==> src/rtl/sync_up_counter_ctl.sv <==
// Programmable up counter (0..LIMIT) with start/stop control, one-shot or periodic mode.
// Registered outputs; TC/DONE are single-cycle pulses, STOP beats START beats counting.
module sync_up_counter_ctl #(
    parameter int W = 4
) (
    input  logic         CLK,
    input  logic         RST,
    input  logic         EN,
    input  logic         START,
    input  logic         STOP,
    input  logic         PERIODIC,
    input  logic [W-1:0] LIMIT,
    output logic [W-1:0] COUNT,
    output logic         TC,
    output logic         DONE,
    output logic         BUSY
);

    typedef enum logic {
        IDLE = 1'b0,
        RUN  = 1'b1
    } state_t;

    state_t         state, state_nxt;
    logic [W-1:0]   count_nxt;
    logic [W-1:0]   lim_q, lim_nxt;
    logic           per_q, per_nxt;
    logic           tc_nxt, done_nxt;

    always_ff @(posedge CLK or negedge RST) begin
        if (!RST) begin
            state <= IDLE;
            COUNT <= '0;
            lim_q <= '0;
            per_q <= 1'b0;
            TC    <= 1'b0;
            DONE  <= 1'b0;
        end else begin
            state <= state_nxt;
            COUNT <= count_nxt;
            lim_q <= lim_nxt;
            per_q <= per_nxt;
            TC    <= tc_nxt;
            DONE  <= done_nxt;
        end
    end

    always_comb begin
        state_nxt = state;
        count_nxt = COUNT;
        lim_nxt   = lim_q;
        per_nxt   = per_q;
        tc_nxt    = 1'b0;
        done_nxt  = 1'b0;

        if (STOP) begin
            // abort leaves COUNT frozen so software can read where it stopped
            state_nxt = IDLE;
        end else if (START) begin
            state_nxt = RUN;
            count_nxt = '0;
            lim_nxt   = LIMIT;
            per_nxt   = PERIODIC;
        end else if (state == RUN && EN) begin
            if (COUNT == lim_q) begin
                count_nxt = '0;
                tc_nxt    = 1'b1;
                if (!per_q) begin
                    done_nxt  = 1'b1;
                    state_nxt = IDLE;
                end
            end else begin
                count_nxt = COUNT + W'(1);
            end
        end
    end

    assign BUSY = (state == RUN);

endmodule
==> config.mk <==
export PLATFORM = sky130hd
export DESIGN_NAME = sync_up_counter_ctl
export DESIGN_NICKNAME = d
export VERILOG_FILES = /design/src/rtl/sync_up_counter_ctl.sv
export SDC_FILE = /design/constraint.sdc
export NUM_CORES = 1
export LEC_CHECK = 0
export CAP_MARGIN = 20
export CORE_AREA = 2 2 39 41
export CTS_CLUSTER_DIAMETER = 60
export CTS_CLUSTER_SIZE = 12
export DETAILED_ROUTE_END_ITERATION = 10
export DIE_AREA = 0 0 41 43
export PLACE_DENSITY = 0.72
export SETUP_SLACK_MARGIN = 0.02
export SYNTH_ARGS = -nofsm -noshare
export SYNTH_HDL_FRONTEND = slang
export SYNTH_SLANG_ARGS = --single-unit
export TNS_END_PERCENT = 30
==> constraint.sdc <==
create_clock -name CLK -period 2.1 [get_ports CLK]
set_clock_uncertainty 0.2 [all_clocks]
set_input_delay 0.525 -clock CLK [delete_from_list [all_inputs] [get_ports CLK]]
set_output_delay 0.525 -clock CLK [all_outputs]
set_load 0.02 [all_outputs]
# After elaboration in Yosys (flattened, before gate mapping)
# Cells that the tools add are included.
[op_classes] addsub=1 eq_ne=2 mux=17 bitwise_logic=1 reduce_logical=7
[ops] operator="1-bit 2-to-1 mux" n=14
[ops] operator="4-bit 2-to-1 mux" n=3
[ops] operator="3-bit nonzero test" n=2
[ops] operator="4-bit by 1-bit adder with 4-bit output (second input constant)" n=1
[ops] operator="4-bit equality test" n=1
[ops] operator="2-bit AND reduction" n=2
[ops] operator="3-bit inequality test (second input constant)" n=1
[ops] operator="3-bit AND reduction" n=1
[ops] operator="2-bit nonzero test" n=1
[ops] operator="1-bit logical AND" n=1
[ops] operator="1-bit inverter" n=1
[totals] reg_bits=12 input_bits=10 output_inout_bits=7 elab_cells=34

# Longest topological paths before layout
# Gate-level depths: netlist of the first run.
[depth] depth_word=5 ltp_mapped=4 ltp_nobuf=4

# Least setup slack after synthesis of the first run
# OpenSTA, ideal clock, no wires.
[synth_timing] kind="reg2reg" from="register COUNT[0]" to="register COUNT[0]" setup_time_ns=0.125 t_arrival_ns=1.416 required_ns=1.775 setup_slack_ns=0.359 path_stages_with_launch=4 path_buffers=0 period_less_slack_ns=1.741 cell_sequence="dfrtp_1 > xor2_1 > o41a_1 > mux2_2"
[synth_between] elab_chain_cells=4 word_cells_on_any_way=5 classes_between="1 x add/sub; 1 x eq/ne; 3 x mux"
[synth_lines] item="start: declaration" line_no="13" rtl="output logic [W-1:0] COUNT,"
[synth_lines] item="start signal: assignment" line_no="40" rtl="COUNT <= count_nxt;"
[synth_lines] item="4-bit by 1-bit adder with 4-bit output or 4-bit equality test (tied branches)" line_no="73, 65"
[synth_lines] item="4-bit 2-to-1 mux *" line_no="65" rtl="if (COUNT == lim_q) begin"
[synth_lines] item="4-bit 2-to-1 mux *" line_no="64" rtl="end else if (state == RUN && EN) begin"
[synth_lines] item="4-bit 2-to-1 mux *" line_no="59" rtl="end else if (START) begin"
# Every way passes the cells marked *; elsewhere a longest branch is shown, timed or not. The select of a mux whose other input is x is not followed.
# A chain may end at the register's enable or synchronous reset.

# Worst setup path in the final report of the first run
[layout_timing] from="register state, in the netlist BUSY" to="output port BUSY"
[layout_lines] item="start: declaration" line_no="24" rtl="state_t state, state_nxt;"
[layout_lines] item="start signal: assignment" line_no="39" rtl="state <= state_nxt;"
[layout_lines] item="end: declaration" line_no="16" rtl="output logic BUSY"
# No word-level cell between the ends.

==> flow_metrics.py, run 1 <==
metrics = {
    "worst_setup_path": {
        "critPathKind": "reg -> out",
        "crit_family": "buffers and inverters",
        "crit_path_top_delay_cell": "clkdlybuf4s50_1",
        "start_kind": "flop",
        "worstPathRequired_ns": 1.37,
        "crit_chain": "clkdlybuf4s50_1",
        "cp_slowest_stage_delay_ns": 0.62,
        "endpoint_kind": "output port",
        "worst-path-buf-inv": 1,
        "crit_fanout": 4,
        "critPathArrivalTime_ns": 1.28,
    },
    "cts": {
        "clock_insertion_delay_worst_skew_ns": 0.26,
        "holdBufCountCts": 0,
        "root_buffer": "clkbuf_4",
        "clk_pin_slew_worst_paths_ns": 0.07,
        "cts.path.max_buffers": 2,
        "clkSinkCount": 12,
        "htreeDepth": 1,
        "cts_resized": 1,
        "cts_buffers": 3,
        "cts_setup_buffers": 0,
        "cts_tree": "yes",
    },
    "timing": {
        "fmax_ghz": 0.500,
        "worst_slack_ns": 0.0999,
        "worst_pin_slew_ns": 0.524,
        "hold_viol_final": 0,
        "setup-violations-final": 0,
        "relSlewSlack": 0.649,
        "rsz0062_at_grt": "false",
        "period_needed_ns": 2.00,
        "timing.final.crit_share": 0.952,
        "maxSlewViolCount": 0,
    },
    "synth": {
        "yosys_warnings": 0,
        "seq_area_frac_synth": 0.549,
        "syn-cell-area_sq_um": 547,
        "netlist_instances": 42,
        "netlist_top_cells_area": "dfrtp_1, mux2_2, xor2_1",
        "yosysUniqueCellTypes": 18,
        "mappedNetlistNets": 53,
        "synth_top_area_share": 0.549,
        "syn_avg_cell_area_sq_um": 13.0,
        "synth_seq_cells": 12,
        "synth_top_cell_by_area": "dfrtp_1",
    },
    "grt": {
        "grt_pass1_wl_um": 1570,
        "grt_overflow": 0,
        "antenna_found_initial": 0,
        "grt_start_max_net_pins": 13,
        "grt_pass1_vias": 373,
        "groute.usage.overall": 0.138,
    },
    "die": {
        "io_pins": 17,
        "dieWidth_um": 41,
        "core-area_sq_um": 1380,
        "fp.dieH_um": 43,
        "dieArea_sq_um": 1760,
        "num_rows": 14,
        "initial_core_util": 0.395,
    },
    "layout": {
        "syn2layout_area_growth_pct": 39.6,
        "nNetsFinal": 75,
        "layout-drive-gt1-share": 0.177,
        "final_util": 0.552,
        "antenna-diode-count": 0,
        "final_cell_mix": "dfrtp_1, clkdlybuf4s50_1, mux2_2, xor2_1",
    },
    "placed_design": {
        "gp_congestion": 0.730,
        "port-buffer-count": 16,
        "hpwl_um": 741,
        "dp_slack_ns": -0.0134,
    },
    "outcome": {
        "status": "finished clean",
    },
    "routing": {
        "detail-route-antenna-nets": 0,
        "drtIter0Drc": 5,
        "wl_per_cell_um": 12.4,
        "viasPerCell": 5.15,
        "drtPass1Iterations": 3,
        "via_count": 402,
        "wl_um": 970,
        "drt_drc_violations_left": 0,
    },
    "job": {
        "max-cap-violations": 0,
    },
    "worst_hold_path": {
        "hold_path_class": "reg -> reg",
    },
    "power_and_ir_drop": {
        "powerDensity_nw_per_um2": 627,
        "irDropWorstVdd_v": 0.000359,
        "p_leak_uw": 0.000390,
    },
}
==> cells in the mapped netlist <==
library cell and n:
ha_1 1, nand3b_1 2, nor2_1 1, nand2_1 1, mux2_2 6, or2_2 1
dfrtp_1 12, xnor2_1 1, nor3_1 1, nor2b_1 2, nand3_1 2, o41a_1 1
nor4bb_1 2, and2_1 1, xor2_1 4, a22o_1 2, nor4_1 1, a21oi_1 1
==> cells by family after synthesis <==
kind of cell | count (synthesis) | share of synthesized area
simple gates | 14 | 0.162
flops | 12 | 0.549
mux | 6 | 0.124
xor+xnor | 5 | 0.0801
compound gates | 4 | 0.0618
fa+ha+maj | 1 | 0.0229
==> path summary, 6_finish.rpt <==
| kind | startpoint | end | slack (ns) | cells after the start |
|---|---|---|---|---|
| hold reg to reg | per_q | DONE | 0.26 | 1 |
| setup / recovery | BUSY | BUSY | 0.1 | 1 |
| max in group asynchronous | RST | lim_q[1] | 0.95 | 1 |
| hold / removal | per_q | DONE | 0.26 | 1 |
| setup reg to reg | COUNT[0] | COUNT[0] | 0.37 | 3 |
| min in group asynchronous | RST | DONE | 0.40 | 1 |
==> routing by layer <==
layer | share of wire | vias up | GRT usage
li1 | - | 195 | -
met1 | 0.45 | 192 | 0.190
met2 | 0.47 | 13 | 0.181
met3 | 0.053 | 2 | 0.0157
met4 | 0.020 | 0 | 0.120
met5 | 0 | - | 0
==> stage by stage <==
step	total power (uW)	hold slack (ns)	cells	TNS, ns	instance area, sq um
finish	479	0.260	78	0	763
global route	505	0.294	78	0	763
CTS	486	0.263	78	0	756
detailed placement	349	0.253	75	-0.0134	734
global placement	348	0.257	75	0	734
floorplan	309	0.0294	42	0	547
==> sequential cells by signal (all words and copies together) (netlist names) <==
register and cells:
per_q 1, BUSY 1, TC 1, DONE 1
lim_q 4, COUNT 4
==> power breakdown <==
part           internal [uW]  leakage [uW]  switching (uW)
logic                   46.5      0.000222            31.9
registers                249      0.000155            14.8
clock network           66.2     0.0000138            69.8
==> worst register-to-register path: stages, from the launching register on <==
cell	delay, ns
dfrtp_1	0.44
xor2_1	0.20
o41a_1	0.49
mux2_2	0.28
==> final cells by class <==
type | count | area [sq um]
Fill cell | 134 | 621
Sequential cell | 12 | 300
Multi-Input combinational cell | 30 | 246
Timing Repair Buffer | 17 | 174
Clock buffer | 3 | 22.5
Tap cell | 16 | 20.0
(Power assumes the default switching activity.)
==> inputs of run 2 (changes only) <==
==> constraint.sdc (replaced) <==
create_clock -name CLK -period 2.1 [get_ports CLK]
set_clock_uncertainty 0.2 [all_clocks]
set_input_delay 0.42 -clock CLK [delete_from_list [all_inputs] [get_ports CLK]]
set_output_delay 0.42 -clock CLK [all_outputs]
set_load 0.02 [all_outputs]
==> run 2 against run 1 <==
Global-route usage unchanged. Combinational power up 2%. Flip-flop and latch count unchanged. Clock power about the same. Via count unchanged. Largest cell class unchanged. Power up 0.34%. Sequential power about the same.
==> flow_metrics.py, run 2 (synthesis results as in run 1) <==
metrics = {
    "layout": {
        "antenna-diode-count": 0,
        "stdcell_area_sq_um": 757,
        "top_regs": "COUNT (4), lim_q (4)",
        "final_cells": 78,
        "layout_commonest_cell": "clkdlybuf4s50_1",
        "final_cell_mix": "clkdlybuf4s50_1, dfrtp_1, mux2_2, xor2_1, clkbuf_4",
        "n_fill_cell": 136,
        "nNetsFinal": 75,
        "layout-drive-gt1-share": 0.177,
        "syn2layout_area_growth_pct": 38.4,
    },
    "grt": {
        "grt_start_max_net_pins": 13,
        "met3_usage": 0.0157,
        "grt.busiest_layer": "met1",
        "use_met2": 0.181,
        "grt_overflow": 0,
        "antenna_found_initial": 0,
        "grt_pass1_wl_um": 1570,
        "grt_use_met1": 0.190,
        "grt_pass1_vias": 373,
        "groute.usage.overall": 0.138,
    },
    "worst_setup_path": {
        "crit_family": "buffers and inverters",
        "crit_path_top_delay_cell": "clkdlybuf4s50_1",
        "worstPathRequired_ns": 1.48,
        "endpoint_kind": "output port",
        "ff2ff_setup_slack_ns": 0.36,
        "timing.rr.end": "COUNT[0]",
        "worst-path-buf-inv": 1,
        "critPathArrivalTime_ns": 1.36,
        "cp_slowest_stage_delay_ns": 0.64,
        "rr_worst_depth": 3,
        "crit_chain": "clkdlybuf4s50_1",
        "critPathKind": "reg -> out",
        "crit_fanout": 5,
        "start_kind": "flop",
        "reg2reg_from": "COUNT[0]",
    },
    "timing": {
        "fmax_ghz": 0.506,
        "setup-violations-final": 0,
        "period_needed_ns": 1.98,
        "hold_viol_final": 0,
        "relSlewSlack": 0.649,
        "rsz0062_at_grt": "false",
        "maxSlewViolCount": 0,
        "worst_pin_slew_ns": 0.525,
        "timing.final.crit_share": 0.941,
        "fin_tns_setup_ns": 0,
    },
    "routing": {
        "drtIter0Drc": 5,
        "detail-route-antenna-nets": 0,
        "viasPerCell": 5.15,
        "wl_per_cell_um": 12.4,
        "via_count": 402,
        "wl_um": 968,
        "drtPass1Iterations": 3,
        "drt_drc_violations_left": 0,
    },
    "placed_design": {
        "placed_cell_area_sq_um": 734,
        "hpwl_um": 741,
        "port-buffer-count": 16,
        "dp_cells": 75,
        "gp_congestion": 0.730,
    },
    "die": {
        "fp.dieH_um": 43,
        "dieArea_sq_um": 1760,
        "num_rows": 14,
        "dieWidth_um": 41,
        "core-area_sq_um": 1380,
        "io_pins": 17,
        "initial_core_util": 0.395,
    },
    "cts": {
        "cts_setup_buffers": 0,
        "htreeDepth": 1,
        "clk_pin_slew_worst_paths_ns": 0.07,
        "clock_insertion_delay_worst_skew_ns": 0.26,
        "holdBufCountCts": 0,
        "cts_resized": 0,
        "root_buffer": "clkbuf_4",
        "cts.path.max_buffers": 2,
        "cts_buffers": 3,
        "clkSinkCount": 12,
        "cts_tree": "yes",
    },
    "worst_hold_path": {
        "hold_path_class": "reg -> reg",
        "worstHoldEndpoint": "DONE",
        "hold_path_startpoint": "per_q",
        "hold_depth": 1,
    },
    "power_and_ir_drop": {
        "p_leak_uw": 0.000330,
        "powerDensity_nw_per_um2": 634,
        "irDropWorstVdd_v": 0.000359,
        "fin_total_pwr_uw": 480,
    },
    "job": {
        "max-cap-violations": 0,
    },
    "outcome": {
        "status": "finished clean",
    },
}
==> run 2: cell types whose count changed in the layout (fill, tap and decap cells not counted), sizes merged <==
cell           change
clkdlybuf4s50      +4
dlygate4sd2        -1
dlymetal6s2s       -3
==> run 2: how the worst max path moves through the flow <==
| stage | from | endpoint | slack [ns] | cells after the start |
|---|---|---|---|---|
| final | COUNT[0] | COUNT[0] | 0.12 | 1 |
| after global routing | COUNT[2] | COUNT[2] | 0.06 | 1 |
| after CTS | COUNT[0] | COUNT[0] | 0.12 | 1 |
| after detailed placement | START | COUNT[2] | 0.09 | 5 |
| after global placement | START | COUNT[0] | 0.15 | 4 |
| after floorplan | COUNT[0] | COUNT[0] | 0.36 | 3 |
==> run 2: final cells by class <==
cell class / count / area, sq um / area share
multi-input cells: 30 / 246 / 0.326
repair buffers: 17 / 168 / 0.221
flip-flops and latches: 12 / 300 / 0.397
well taps: 16 / 20.0 / 0.0264
clock buffers: 3 / 22.5 / 0.0298
==> run 2: through the flow <==
stage          utilization  setup slack (ns)  hold WS [ns]
6_report             0.547             0.124         0.260
3_3_place_gp         0.531             0.153         0.257
3_5_place_dp         0.531            0.0916         0.253
5_1_grt              0.547            0.0597         0.294
4_1_cts              0.547             0.117         0.263
2_1_floorplan            -             0.359       -0.0756
==> run 2: routing by layer <==
layer  vias up  wire length [um]
li1        195                 -
met1       192               447
met2        13               455
met3         2                45
met4         0                19
met5         -                 0
==> run 2: power breakdown <==
| part | total (uW) | switching [uW] | internal, uW |
|---|---|---|---|
| Clock | 136 | 69.8 | 66.2 |
| Combinational | 79.7 | 31.9 | 47.9 |
| Sequential | 264 | 15.1 | 249 |
